--- src/rtl/vect_serializer.sv ---
// Parallel-to-serial transmitter: accepts WIDTH-bit words over valid/ready and emits one bit per clock.
// A one-word hold register keeps consecutive words streaming with no idle cycle between them.
module vect_serializer #(
    parameter int unsigned WIDTH     = 8,
    parameter bit          LSB_FIRST = 1'b1
) (
    input  logic             i_clk,
    input  logic             i_rst,
    input  logic [WIDTH-1:0] i_data,
    input  logic             i_valid,
    output logic             o_ready,
    output logic             o_bit,
    output logic             o_bit_valid,
    output logic             o_first,
    output logic             o_last,
    output logic             o_busy
);

    localparam int unsigned CW      = $clog2(WIDTH);
    localparam int unsigned OUT_IDX = LSB_FIRST ? 0 : WIDTH - 1;
    localparam logic [CW-1:0] LAST  = CW'(WIDTH - 1);

    typedef enum logic {
        IDLE  = 1'b0,
        SHIFT = 1'b1
    } state_t;

    state_t           state_q, state_d;
    logic [CW-1:0]    cnt_q, cnt_d;
    logic [WIDTH-1:0] shreg_q, shreg_d;
    logic [WIDTH-1:0] hold_q, hold_d;
    logic             hold_full_q, hold_full_d;
    logic             first_q, first_d;
    logic             last_q, last_d;
    logic             busy_q, busy_d;
    logic             accept;

    assign o_ready     = ~i_rst & ~hold_full_q;
    assign accept      = i_valid & o_ready;
    // Shift register is zeroed on return to IDLE, so the output tap is already 0 there.
    assign o_bit       = shreg_q[OUT_IDX];
    assign o_bit_valid = (state_q == SHIFT);
    assign o_first     = first_q;
    assign o_last      = last_q;
    assign o_busy      = busy_q;

    // State and datapath registers
    always_ff @(posedge i_clk or posedge i_rst) begin
        if (i_rst) begin
            state_q     <= IDLE;
            cnt_q       <= '0;
            shreg_q     <= '0;
            hold_q      <= '0;
            hold_full_q <= 1'b0;
            first_q     <= 1'b0;
            last_q      <= 1'b0;
            busy_q      <= 1'b0;
        end else begin
            state_q     <= state_d;
            cnt_q       <= cnt_d;
            shreg_q     <= shreg_d;
            hold_q      <= hold_d;
            hold_full_q <= hold_full_d;
            first_q     <= first_d;
            last_q      <= last_d;
            busy_q      <= busy_d;
        end
    end

    // Next-state, load/shift selection and next values of the registered flags
    always_comb begin
        state_d     = state_q;
        cnt_d       = cnt_q;
        shreg_d     = shreg_q;
        hold_d      = hold_q;
        hold_full_d = hold_full_q;
        first_d     = 1'b0;
        last_d      = 1'b0;

        case (state_q)
            IDLE: begin
                if (accept) begin
                    shreg_d = i_data;
                    cnt_d   = '0;
                    first_d = 1'b1;
                    state_d = SHIFT;
                end
            end
            SHIFT: begin
                if (cnt_q == LAST) begin
                    if (hold_full_q) begin
                        shreg_d     = hold_q;
                        hold_full_d = 1'b0;
                        cnt_d       = '0;
                        first_d     = 1'b1;
                    end else if (accept) begin
                        shreg_d = i_data;
                        cnt_d   = '0;
                        first_d = 1'b1;
                    end else begin
                        shreg_d = '0;
                        cnt_d   = '0;
                        state_d = IDLE;
                    end
                end else begin
                    shreg_d = LSB_FIRST ? (shreg_q >> 1) : (shreg_q << 1);
                    cnt_d   = cnt_q + CW'(1);
                    last_d  = (cnt_d == LAST);
                    if (accept) begin
                        hold_d      = i_data;
                        hold_full_d = 1'b1;
                    end
                end
            end
            default: begin
                state_d = IDLE;
                shreg_d = '0;
                cnt_d   = '0;
            end
        endcase

        busy_d = (state_d == SHIFT) | hold_full_d;
    end

endmodule
--- config.mk ---
export PLATFORM = sky130hd
export DESIGN_NAME = vect_serializer
export DESIGN_NICKNAME = d
export VERILOG_FILES = /design/src/rtl/vect_serializer.sv
export SDC_FILE = /design/constraint.sdc
export NUM_CORES = 1
export LEC_CHECK = 0
export ABC_AREA = 1
export CORE_AREA = 2 2 64 66
export CTS_CLUSTER_DIAMETER = 50
export DETAILED_ROUTE_END_ITERATION = 6
export DIE_AREA = 0 0 66 68
export PLACE_DENSITY_LB_ADDON = 0.08
export SKIP_LAST_GASP = 1
export SLEW_MARGIN = 15
export SYNTH_ARGS = -nofsm -noshare
export SYNTH_HDL_FRONTEND = slang
export SYNTH_SLANG_ARGS = --single-unit
--- constraint.sdc ---
create_clock -name i_clk -period 4 [get_ports i_clk]
set_input_delay 1 -clock i_clk [delete_from_list [all_inputs] [get_ports i_clk]]
set_output_delay 1 -clock i_clk [all_outputs]
set_load 0.02 [all_outputs]
After elaboration in Yosys (flattened, before gate mapping)
Cells that the tools add are included.
- flip-flop bits (word level): 24
- latch bits: 0
- RAM bits: 0
- memory bits (read-only): 0
- bits of input ports: 11
- output and inout port bits: 6
- logic and storage cells: 39
- memories kept: 0
- $add $sub $neg: 1
- multipliers: 0
- divide/modulo/power cells: 0
- magnitude comparators: 0
- equality and inequality tests: 3
- shifts and indexed selects: 0
- mux-type cells: 19
- bitwise logic cells: 7
- reductions and logical operators: 1
- operators by type and width (operator ; number):
    $mux W8 ; 4
    $pmux W8 S2 ; 1
    $mux W1 ; 9
    $eq A3 B3 Y1 const B ; 2
    $mux W3 ; 2
    $pmux W3 S2 ; 1
    $not A1 Y1 ; 4
    $pmux W1 S2 ; 2
    $add A3 B1 Y3 const B ; 1
    $reduce_and A3 Y1 ; 1
    $and A1 B1 Y1 ; 2
    $ne A2 B2 Y1 const B ; 1
    $or A1 B1 Y1 ; 1

Depth between registers and ports, before layout
Gate-level depths: netlist of run 1.
- word-level depth: 8
- mapped depth: 8

Worst setup path before layout of run 1
OpenSTA, ideal clock, no wires.
- kind: input to output
- start point: input i_rst
- end point: output o_ready
- data arrival time: 1184 ps
- required time: 3000 ps
- slack: 1816 ps
- stages on the path: 1
- cells stage by stage: nor2_8
- word-level cells in the longest chain between the ends: 2
- RTL lines (element ; line ; text):
    start, declared ; 8 ; input logic i_rst,
    $not A1 Y1 ; 38 ; assign o_ready = ~i_rst & ~hold_full_q;
    $and A1 B1 Y1 ; 38 ;
    end, declared ; 11 ; output logic o_ready,
No other way between the ends.

Worst setup path in the final report of run 1
Ends and elaborated chain as after synthesis.

==> impl_results.md, run 1 <==
* Cts hold-fix bufs at 0
* WL final at 2700 um
* Final period utilization at 84.7%
* Initial Util at 32.9%
* Placed cell count at 201
* Synth async-reset ratio at 100%
* Hold path start: hold_q[4]
* Core Area at 0.00386 sq mm
* Worst skew pair latency at 0.26 ns
* GRT Total Usage at 14.0%
* Sw Ratio at 40.1%
* Layout fillers at 416
* Final core utilization at 38.1%
* Clk slew on worst S/H paths at 0.08 ns
* Largest net degree at the start of global routing at 25
* Per-cell routed wire length at 13.2 um
* Top_reg_cell synth: dfrtp_1
* Hold_ws at 0.513 ns
* Syn Area/Cell at 8.87 sq um
* Hold Crit Depth at 2
* Pwr/cell area at 629 mW/mm^2
* Die H at 68 um
* Io pins at 17
* Max Cap Viol at 0
* Proportion of power drawn by flip-flops and latches at 44.9%
* Yosys warnings at 0
* Top-count cell post-synth: nand2_1
* Setup_tns at 0 ns
* Peak supply drop at 158 uV
* Net Switching at 371 uW
* LEAKAGE at 0.000706 uW
* Fmax at 295 MHz
* Vias at 973
* Number of global-route vias before repair at 986
* Initial antenna violation count at 0
* Rel. slew slack at 37.9%
* DRC at 0
* Max Slew Vio Count at 0
* CTS tree: done
* WHS Endpoint: hold_q[4]
* Diodes inserted at 0
* CP Capture Type: primary output
* Max FO, Critical Path at 10
* Clock sinks at 24
* Vias per std cell at 4.77
* DP Wirelength at 1800 um
* CTS Buf Count at 3
* #FFs+latches synth at 24
* Clock skew at 0.00714 ns
* Synth Cell Area at 0.00127 sq mm
* Cell Rows at 23
* CP Class: in -> out
* Top cells by area, synth: dfrtp_1 (47%), nand2_1 (7.7%), nand3_2 (6.3%), nand4_1 (5.9%), inv_1 (5.3%)
* Die ar. at 0.00449 sq mm
* CTS Root Cell: clkbuf_8
* Internal at 554 uW
* Synth top area share at 47.3%
* RR Startpoint: cnt_q[0]
* RSZ-0062 raised after global routing: false
* First-pass GRT wire length at 4740 um
* Post-cts resize count at 0
* End of the worst register-to-register path: hold_q[2]
* Reg2Reg Setup Slack at 2.28 ns
* Drt first pass iters at 4
* Layout Cells excl Fill at 204
* Footprint of the multi-input gates at 537 sq um
* Worst hold path type: reg -> reg
* Worst path required time at 3.00 ns
* Longest Clk Path Bufs at 2
* H-tree depth at 1
* Post-synth cell types at 18
* Post-Syn Instances at 143
* Sequential share of the synthesized area at 47.3%
* Synth area leader: dfrtp_1
* RD Place Congestion at 0.704
* Area delta synth->final at 15.8%
* Status: finished, final reports clean
* Die width at 66 um
* Slew at the pin closest to its max-slew limit at 0.931 ns
* Post-synth EDFFs at 0
* Gr ovfl total at 0
* Hold Vio Cnt, Final at 0
* Setup-failing EPs final at 0
* Worst-case reg-to-reg path depth at 6
* Share of cells above drive strength 1 at 9.74%
* CP Data Arrival Time at 2.39 ns
* Post-CTS Setup Bufs at 0
* Synthesized Nets at 158
* Nets@finish at 171
* Comb power frac at 39.9%
* Initial DRC Count at 14
* IO Port Bufs at 16
* Crit path time final at 3.39 ns
* Post-route ant nets at 0
* Storage element area at 601 sq um
* Synth cell count leaders: nand2_1 (26), dfrtp_1 (24), inv_1 (18)
* Crit path launch type: primary input
* Clock share of power at 15.2%
-- area by class of cell --
class	instances	share of cell area (%)
sequential	24	40.9
clock buffer	3	2.81
tap	50	4.26
inverter	18	4.60
timing repair buffer	16	10.9
multi-input combinational	93	36.5
-- metal layers --
metal / track usage [%] / routed length [um] / vias up
li1: - / - / 491
met1: 18.4 / 1370 / 466
met2: 23.9 / 1250 / 12
met3: 2.47 / 56 / 4
met4: 3.83 / 26 / 0
met5: 0 / 0 / -
-- logic make-up (layout without fill, tap and decap cells) --
family | Yosys count | in the layout | synth area share, %
flip-flops | 24 | 24 | 47.3
buffers and inverters | 26 | 37 | 10.4
adder cells (fa/ha/maj) | 4 | 4 | 3.94
AO/OA/AOI/OAI | 13 | 13 | 5.82
AND/OR/NAND/NOR | 76 | 76 | 32.5
-- registers in the layout, summed over array words and instances (netlist names) --
register / cells
cnt_q: 3
hold_q: 8
shreg_q: 8
o_busy: 1
o_first: 1
o_bit_valid: 1
hold_full_q: 1
o_last: 1
-- worst max-delay path: stages --
cell and delay, ns:
clkdlybuf4s50_1 0.50, nor2_8 0.24, clkdlybuf4s50_1 0.64
-- how the worst max path moves through the flow --
stage	startpoint	endpoint	slack [ns]	cells past startpoint
CTS	i_rst	o_ready	0.60	3
finish	i_rst	o_ready	0.61	3
global route	i_rst	o_ready	0.58	3
detailed placement	i_rst	o_ready	0.60	3
global placement	i_rst	o_ready	0.62	3
floorplan	i_rst	o_ready	1.82	1
-- power groups by stage --
stage / registers, uW / logic, uW / clock network [uW]
after CTS: 416 / 380 / 149
after global routing: 433 / 426 / 158
final: 415 / 369 / 141
after floorplan: 414 / 278 / 0
after detailed placement: 422 / 378 / 0
after global placement: 418 / 369 / 0
-- through the flow --
| stage | power (uW) | area (sq um) | worst slack, ns |
|---|---|---|---|
| 4_1_cts | 946 | 1470 | 0.598 |
| 3_3_place_gp | 787 | 1430 | 0.619 |
| 5_1_grt | 1020 | 1470 | 0.579 |
| 2_1_floorplan | 692 | 1270 | 1.82 |
| 3_5_place_dp | 800 | 1430 | 0.600 |
| 6_report | 925 | 1470 | 0.612 |
-- cells in the final DEF (no fill, tap or decap) --
cell type,instances
clkdlybuf4s50_1,16
a21boi_2,1
o21ai_1,2
ha_1,4
nand3_2,8
nor2_1,14
nand2_1,26
nand4_1,12
clkbuf_8,3
o21ai_0,9
inv_1,18
nor2_4,1
o211ai_1,1
nor2_8,1
nand3_1,13
nand2_4,1
dfrtp_1,24
(Power assumes the default switching activity.)
==> run 2: changes to the inputs <==
==> constraint.sdc (replaced) <==
create_clock -name i_clk -period 3.5 [get_ports i_clk]
set_input_delay 0.875 -clock i_clk [delete_from_list [all_inputs] [get_ports i_clk]]
set_output_delay 0.875 -clock i_clk [all_outputs]
set_load 0.02 [all_outputs]
==> run 2 against run 1 <==
Die area is the same; clock power grew 16%; global-route usage shrank 0.10 points; register-to-register slack lost 0.53 ns.
==> impl_results.md, run 2 (same netlist as run 1, synthesis figures left out) <==
* Pwr/cell area at 721 mW/mm^2 (was 629 mW/mm^2)
* Drt first pass iters at 4 (unchanged)
* WP buf/inv at 2 (unchanged)
* Number of global-route vias before repair at 957 (was 986)
* Crit path launch type: primary input (unchanged)
* Per-cell routed wire length at 13.3 um (was 13.2 um)
* CP Capture Type: primary output (unchanged)
* Rel. slew slack at 63.3% (was 37.9%)
* Top cell by count, worst path: clkdlybuf4s50_1 (unchanged)
* WL final at 2730 um (was 2700 um)
* Clock sinks at 24 (unchanged)
* H-tree depth at 1 (unchanged)
* Peak supply drop at 221 uV (was 158 uV)
* Layout Cells excl Fill at 205 (was 204)
* Crit path time final at 3.13 ns
* Io pins at 17 (unchanged)
* Met2 WL post-DR at 1260 um (was 1250 um)
* Largest net degree at the start of global routing at 25 (unchanged)
* Crit path cell chain: clkdlybuf4s50_1 > nor2_8 > clkdlybuf4s50_1 (unchanged)
* Worst path required time at 2.62 ns (was 3.00 ns)
* Slew at the pin closest to its max-slew limit at 0.550 ns (was 0.931 ns)
* Crit-path leading delay family: buffers and inverters (unchanged)
* Area delta synth->final at 16.4% (was 15.8%)
* Cts hold-fix bufs at 0 (unchanged)
* CP Data Arrival Time at 2.26 ns (was 2.39 ns)
* Max Used Layer: met4 (unchanged)
* Max FO, Critical Path at 10 (unchanged)
* Worst skew pair latency at 0.27 ns (was 0.26 ns)
* Clk slew on worst S/H paths at 0.08 ns (about the same)
* RSZ-0062 raised after global routing: false (unchanged)
* Max Cap Viol at 0 (unchanged)
* Top Registers: hold_q: 8 flops, shreg_q: 8 flops, cnt_q: 3 flops (unchanged)
* Largest stage delay on the critical path at 0.64 ns (about the same)
* Die ar. at 0.00449 sq mm (unchanged)
* LEAKAGE at 0.000711 uW (was 0.000706 uW)
* CP Class: in -> out (unchanged)
* Worst hold path type: reg -> reg (unchanged)
* Initial antenna violation count at 0 (unchanged)
* Vias per std cell at 4.87 (was 4.77)
* Hold Vio Cnt, Final at 0 (unchanged)
* Routed wl met3 at 104 um (was 56 um)
* Placed cell count at 202 (was 201)
* Status: finished, final reports clean (unchanged)
* Setup_tns at 0 ns (unchanged)
* Setup-failing EPs final at 0 (unchanged)
* Final period utilization at 89.5%
* Fmax at 319 MHz
* Die width at 66 um (unchanged)
* Share of cells above drive strength 1 at 10.3% (was 9.74%)
* Post-CTS Setup Bufs at 0 (unchanged)
* Post-route ant nets at 0 (unchanged)
* Clock skew at 0.00685 ns (was 0.00714 ns)
* Diodes inserted at 0 (unchanged)
* Nets@finish at 172 (was 171)
* Post-cts resize count at 0 (unchanged)
* Commonest cells after routing, fill and taps aside: nand2_1 (26), dfrtp_1 (24), inv_1 (18) (unchanged)
* Gr ovfl total at 0 (unchanged)
* CTS Buf Count at 3 (unchanged)
* CTS Root Cell: clkbuf_8 (unchanged)
* Met1 Routed Length at 1340 um (was 1370 um)
* Commonest non-fill, non-tap cell in the layout: nand2_1 (unchanged)
* DP Wirelength at 1820 um (was 1800 um)
* RD Place Congestion at 0.693 (was 0.704)
* Die H at 68 um (unchanged)
* Vias at 998 (was 973)
* CTS tree: done (unchanged)
* Cell Rows at 23 (unchanged)
* DRC at 0 (unchanged)
* IO Port Bufs at 16 (unchanged)
* Max Slew Vio Count at 0 (unchanged)
* Initial DRC Count at 27 (was 14)
* Longest Clk Path Bufs at 2 (unchanged)
* Core Area at 0.00386 sq mm (unchanged)
* Initial Util at 32.9% (unchanged)
* First-pass GRT wire length at 4630 um (was 4740 um)
* Critical Path Slowest Stage Cell: clkdlybuf4s50_1 (unchanged)
* GRT Total Usage at 13.9% (was 14.0%)
run 2: cell types whose count changed in the layout (fill, tap and decap cells not counted), sizes merged:
cell	delta
buf	+1
run 2: layout make-up:
class / count / area [sq um]
flip-flops and latches: 24 / 601
repair buffers: 17 / 168
multi-input cells: 93 / 537
well taps: 50 / 62.6
fillers: 424 / 2380
clock buffers: 3 / 41.3
inverters: 18 / 67.6
run 2: worst register-to-register path, cell delays in order, from the launching register on:
cell and delay (ns):
dfrtp_1 0.41, ha_1 0.24, ha_1 0.20, inv_1 0.07, nand2_1 0.19, nor2_4 0.35
o21ai_0 0.15
run 2: worst paths after layout:
check	startpoint	to	slack, ns	cells past startpoint
worst max register to register	cnt_q[0]	hold_q[2]	1.75	6
worst max-delay path	i_rst	o_ready	0.37	3
min in group asynchronous	i_rst	hold_q[0]	1.10	3
worst min register to register	hold_q[4]	hold_q[4]	0.51	2
max in group asynchronous	i_rst	cnt_q[0]	2.15	3
worst min-delay path	hold_q[4]	hold_q[4]	0.51	2
run 2: layer usage:
layer	global-route usage (%)	up-vias
met5	0	-
li1	-	495
met4	3.83	0
met1	19.0	483
met2	22.5	16
met3	2.80	4
run 2: per-stage QoR:
| stage | util (%) | power, uW | hold WS (ns) | worst slack [ns] | area (sq um) |
|---|---|---|---|---|---|
| after detailed placement | 37.2 | 916 | 0.490 | 0.361 | 1440 |
| after global placement | 37.2 | 899 | 0.491 | 0.367 | 1440 |
| final | 38.3 | 1060 | 0.505 | 0.367 | 1480 |
| after CTS | 38.3 | 1080 | 0.510 | 0.360 | 1480 |
| after floorplan | - | 791 | 0.463 | 1.57 | 1270 |
| after global routing | 38.3 | 1160 | 0.546 | 0.310 | 1480 |
run 2: power breakdown:
part	internal, uW	leakage (uW)	total (uW)	switching, uW
logic	164	0.000388	425	261
registers	394	0.000301	476	82.5
clock network	77.0	0.0000216	163	86.0
total	634	0.000711	1060	430
==> run 3: changes to the inputs <==
--- a/config.mk
+++ b/config.mk
@@ -6,11 +6,12 @@
 export NUM_CORES = 1
 export LEC_CHECK = 0
 export ABC_AREA = 1
-export CORE_AREA = 2 2 64 66
+export CORE_AREA = 2 2 57 59
 export CTS_CLUSTER_DIAMETER = 50
 export DETAILED_ROUTE_END_ITERATION = 6
-export DIE_AREA = 0 0 66 68
+export DIE_AREA = 0 0 59 61
 export PLACE_DENSITY_LB_ADDON = 0.08
+export SETUP_SLACK_MARGIN = 0.4
 export SKIP_LAST_GASP = 1
 export SLEW_MARGIN = 15
 export SYNTH_ARGS = -nofsm -noshare
==> constraint.sdc (replaced) <==
create_clock -name i_clk -period 3.3 [get_ports i_clk]
set_input_delay 0.825 -clock i_clk [delete_from_list [all_inputs] [get_ports i_clk]]
set_output_delay 0.825 -clock i_clk [all_outputs]
set_load 0.02 [all_outputs]
==> run 3 against run 2 <==
Register-to-register slack worse by 0.16 ns; die area is 20% lower; critical path depth stayed put; non-clock buffer count is 1 higher; sequential cell count stayed put; clock-buffer cell count is 1 higher; sequential share of layout area is 0.56 points higher; sequential power is 5.5% higher; clock power is 2% lower; global-route usage is 3.6 points higher; first-iteration DRC count is 56% higher; worst hold slack better by 0.020 ns; largest cell class unchanged.
==> impl_results.md, run 3 (same netlist as run 1, synthesis figures left out) <==
* End of the worst register-to-register path: hold_q[2] (unchanged)
* Share of cells above drive strength 1 at 11.5% (was 10.3%)
* Final setup margin at 0.669 ns (was 0.367 ns)
* First-pass GRT wire length at 4600 um (was 4630 um)
* IO Port Bufs at 16 (unchanged)
* Diodes inserted at 0 (unchanged)
* Hold path start: hold_q[5] (was hold_q[4])
* Max FO, Critical Path at 2 (was 10)
* Longest Clk Path Bufs at 2 (unchanged)
* Die ar. at 0.00360 sq mm (was 0.00449 sq mm)
* WP buf/inv at 2 (unchanged)
* Fmax at 380 MHz
* WL final at 2560 um (was 2730 um)
* Crit path launch type: primary input (unchanged)
* Worst skew pair latency at 0.33 ns (was 0.27 ns)
* CTS tree: done (unchanged)
* Largest net degree at the start of global routing at 25 (unchanged)
* DRC at 0 (unchanged)
* H-tree depth at 1 (unchanged)
* RSZ-0062 raised after global routing: false (unchanged)
* CTS Buf Count at 3 (unchanged)
* Proportion of power drawn by flip-flops and latches at 45.3% (was 44.8%)
* Area post-placement at 0.00142 sq mm (was 0.00144 sq mm)
* Critical Path Slowest Stage Cell: clkdlybuf4s50_1 (unchanged)
* Peak supply drop at 275 uV (was 221 uV)
* Vias per std cell at 5.08 (was 4.87)
* Final period utilization at 79.7%
* Commonest non-fill, non-tap cell in the layout: nand2_1 (unchanged)
* CP Class: in -> out (unchanged)
* Initial antenna violation count at 0 (unchanged)
* Vias at 965 (was 998)
* CP Capture Type: primary output (unchanged)
* Internal at 658 uW (was 634 uW)
* Per-cell routed wire length at 13.5 um (was 13.3 um)
* WHS Endpoint: hold_q[5] (was hold_q[4])
* Drt first pass iters at 4 (unchanged)
* LEAKAGE at 0.000718 uW (was 0.000711 uW)
* Area delta synth->final at 14.8% (was 16.4%)
* Gr ovfl total at 0 (unchanged)
* GRT Total Usage at 17.5% (was 13.9%)
* Commonest cells after routing, fill and taps aside: nand2_1 (26), dfrtp_1 (24), inv_1 (18) (unchanged)
* DP Worst Slack at 0.390 ns (was 0.361 ns)
* Nets@finish at 173 (was 172)
* Die H at 61 um (was 68 um)
* Hold Crit Depth at 2 (unchanged)
* Final Instance Area at 0.00146 sq mm (was 0.00148 sq mm)
* Rel. slew slack at 62.0% (was 63.3%)
* Status: finished, final reports clean (unchanged)
* Tot Pwr at 1110 uW (was 1060 uW)
* Net Switching at 450 uW (was 430 uW)
* Placed cell count at 186 (was 202)
* Post-route ant nets at 0 (unchanged)
* Setup-failing EPs final at 0 (unchanged)
* Reg2Reg Setup Slack at 1.59 ns (was 1.75 ns)
* Comb power frac at 40.4% (was 39.9%)
* Layout fillers at 301 (was 424)
* CTS Root Cell: clkbuf_4 (was clkbuf_8)
* Largest stage delay on the critical path at 0.50 ns (was 0.64 ns)
* Clk slew on worst S/H paths at 0.13 ns (was 0.08 ns)
* Layout Cells excl Fill at 190 (was 205)
* Number of global-route vias before repair at 983 (was 957)
* DP Wirelength at 1670 um (was 1820 um)
* Top Registers: hold_q: 8 flops, shreg_q: 8 flops, cnt_q: 3 flops (unchanged)
* RR Startpoint: cnt_q[0] (unchanged)
* Worst-case reg-to-reg path depth at 6 (unchanged)
* Sw Ratio at 40.6% (was 40.4%)
* Post-CTS Setup Bufs at 0 (unchanged)
* Max Cap Viol at 0 (unchanged)
* Crit path time final at 2.63 ns
* Worst hold path type: reg -> reg (unchanged)
* Worst path required time at 2.47 ns (was 2.62 ns)
* Clock skew at 0.00427 ns (was 0.00685 ns)
* Pwr/cell area at 761 mW/mm^2 (was 721 mW/mm^2)
* Max Slew Vio Count at 0 (unchanged)
* CP Data Arrival Time at 1.81 ns (was 2.26 ns)
* Clock sinks at 24 (unchanged)
* Setup_tns at 0 ns (unchanged)
* Io pins at 17 (unchanged)
* Initial Util at 43.0% (was 32.9%)
* Slew at the pin closest to its max-slew limit at 0.570 ns (was 0.550 ns)
* Clock share of power at 14.3% (was 15.3%)
* Die width at 59 um (was 66 um)
* Core Area at 0.00295 sq mm (was 0.00386 sq mm)
* Hold Vio Cnt, Final at 0 (unchanged)
* Crit-path leading delay family: buffers and inverters (unchanged)
* Crit path cell chain: clkdlybuf4s50_1 > nor2_8 > dlygate4sd2_1 (was clkdlybuf4s50_1 > nor2_8 > clkdlybuf4s50_1)
* Cell Rows at 20 (was 23)
* Initial DRC Count at 42 (was 27)
* RD Place Congestion at 0.759 (was 0.693)
==> run 3: changes by cell type in the layout (fill, tap and decap cells not counted) <==
cell             before  now
dlygate4sd2_1         0    1
clkbuf_4              0    3
clkbuf_8              3    1
clkdlybuf4s50_1      16   15
buf_4                 1    2
==> run 3: worst min-delay path: stages (launching register included) <==
cell     delay (ns)
dfrtp_1        0.36
o21ai_0        0.08
nand2_1        0.06
==> run 3: power groups by stage <==
stage          sequential [uW]  clock, uW  combinational [uW]
6_report                   502        159                 447
5_1_grt                    523        174                 518
4_1_cts                    503        167                 456
3_5_place_dp               510          0                 456
3_3_place_gp               507          0                 447
2_1_floorplan              502          0                 337
==> run 3: worst max-delay path by stage <==
stage | from | end | slack [ns] | cells after the start
detailed placement | i_rst | o_ready | 0.39 | 3
global placement | i_rst | o_ready | 0.39 | 3
CTS | i_rst | o_ready | 0.66 | 3
floorplan | i_rst | o_ready | 1.47 | 1
global route | i_rst | o_ready | 0.62 | 3
finish | i_rst | o_ready | 0.67 | 3
==> run 3: metrics by stage <==
| stage | util (%) | hold WS (ns) |
|---|---|---|
| 4_1_cts | 49.3 | 0.522 |
| 2_1_floorplan | - | 0.463 |
| 3_3_place_gp | 48.1 | 0.483 |
| 6_report | 49.3 | 0.525 |
| 3_5_place_dp | 48.1 | 0.491 |
| 5_1_grt | 49.3 | 0.563 |
==> run 3: area by class of cell <==
type	instances	area (sq um)	share of cell area, %
inverter	18	67.6	4.64
timing repair buffer	18	174	11.9
clock buffer	4	36.3	2.49
tap	33	41.3	2.84
multi-input combinational	93	537	36.9
sequential	24	601	41.2
==> run 3: what timing repair did <==
action / CTS / global route
gates resized for setup: 1 / 0
endpoints found under the setup margin: 1 / 0
hold buffers: 0 / 0
==> run 3: layer usage <==
| metal | wire [um] | part of all wire [%] | GRT usage [%] |
|---|---|---|---|
| met2 | 1200 | 47 | 28.4 |
| met1 | 1230 | 48 | 23.4 |
| met3 | 72 | 2.8 | 2.56 |
| met5 | 0 | 0 | 0 |
| met4 | 53 | 2.1 | 7.79 |
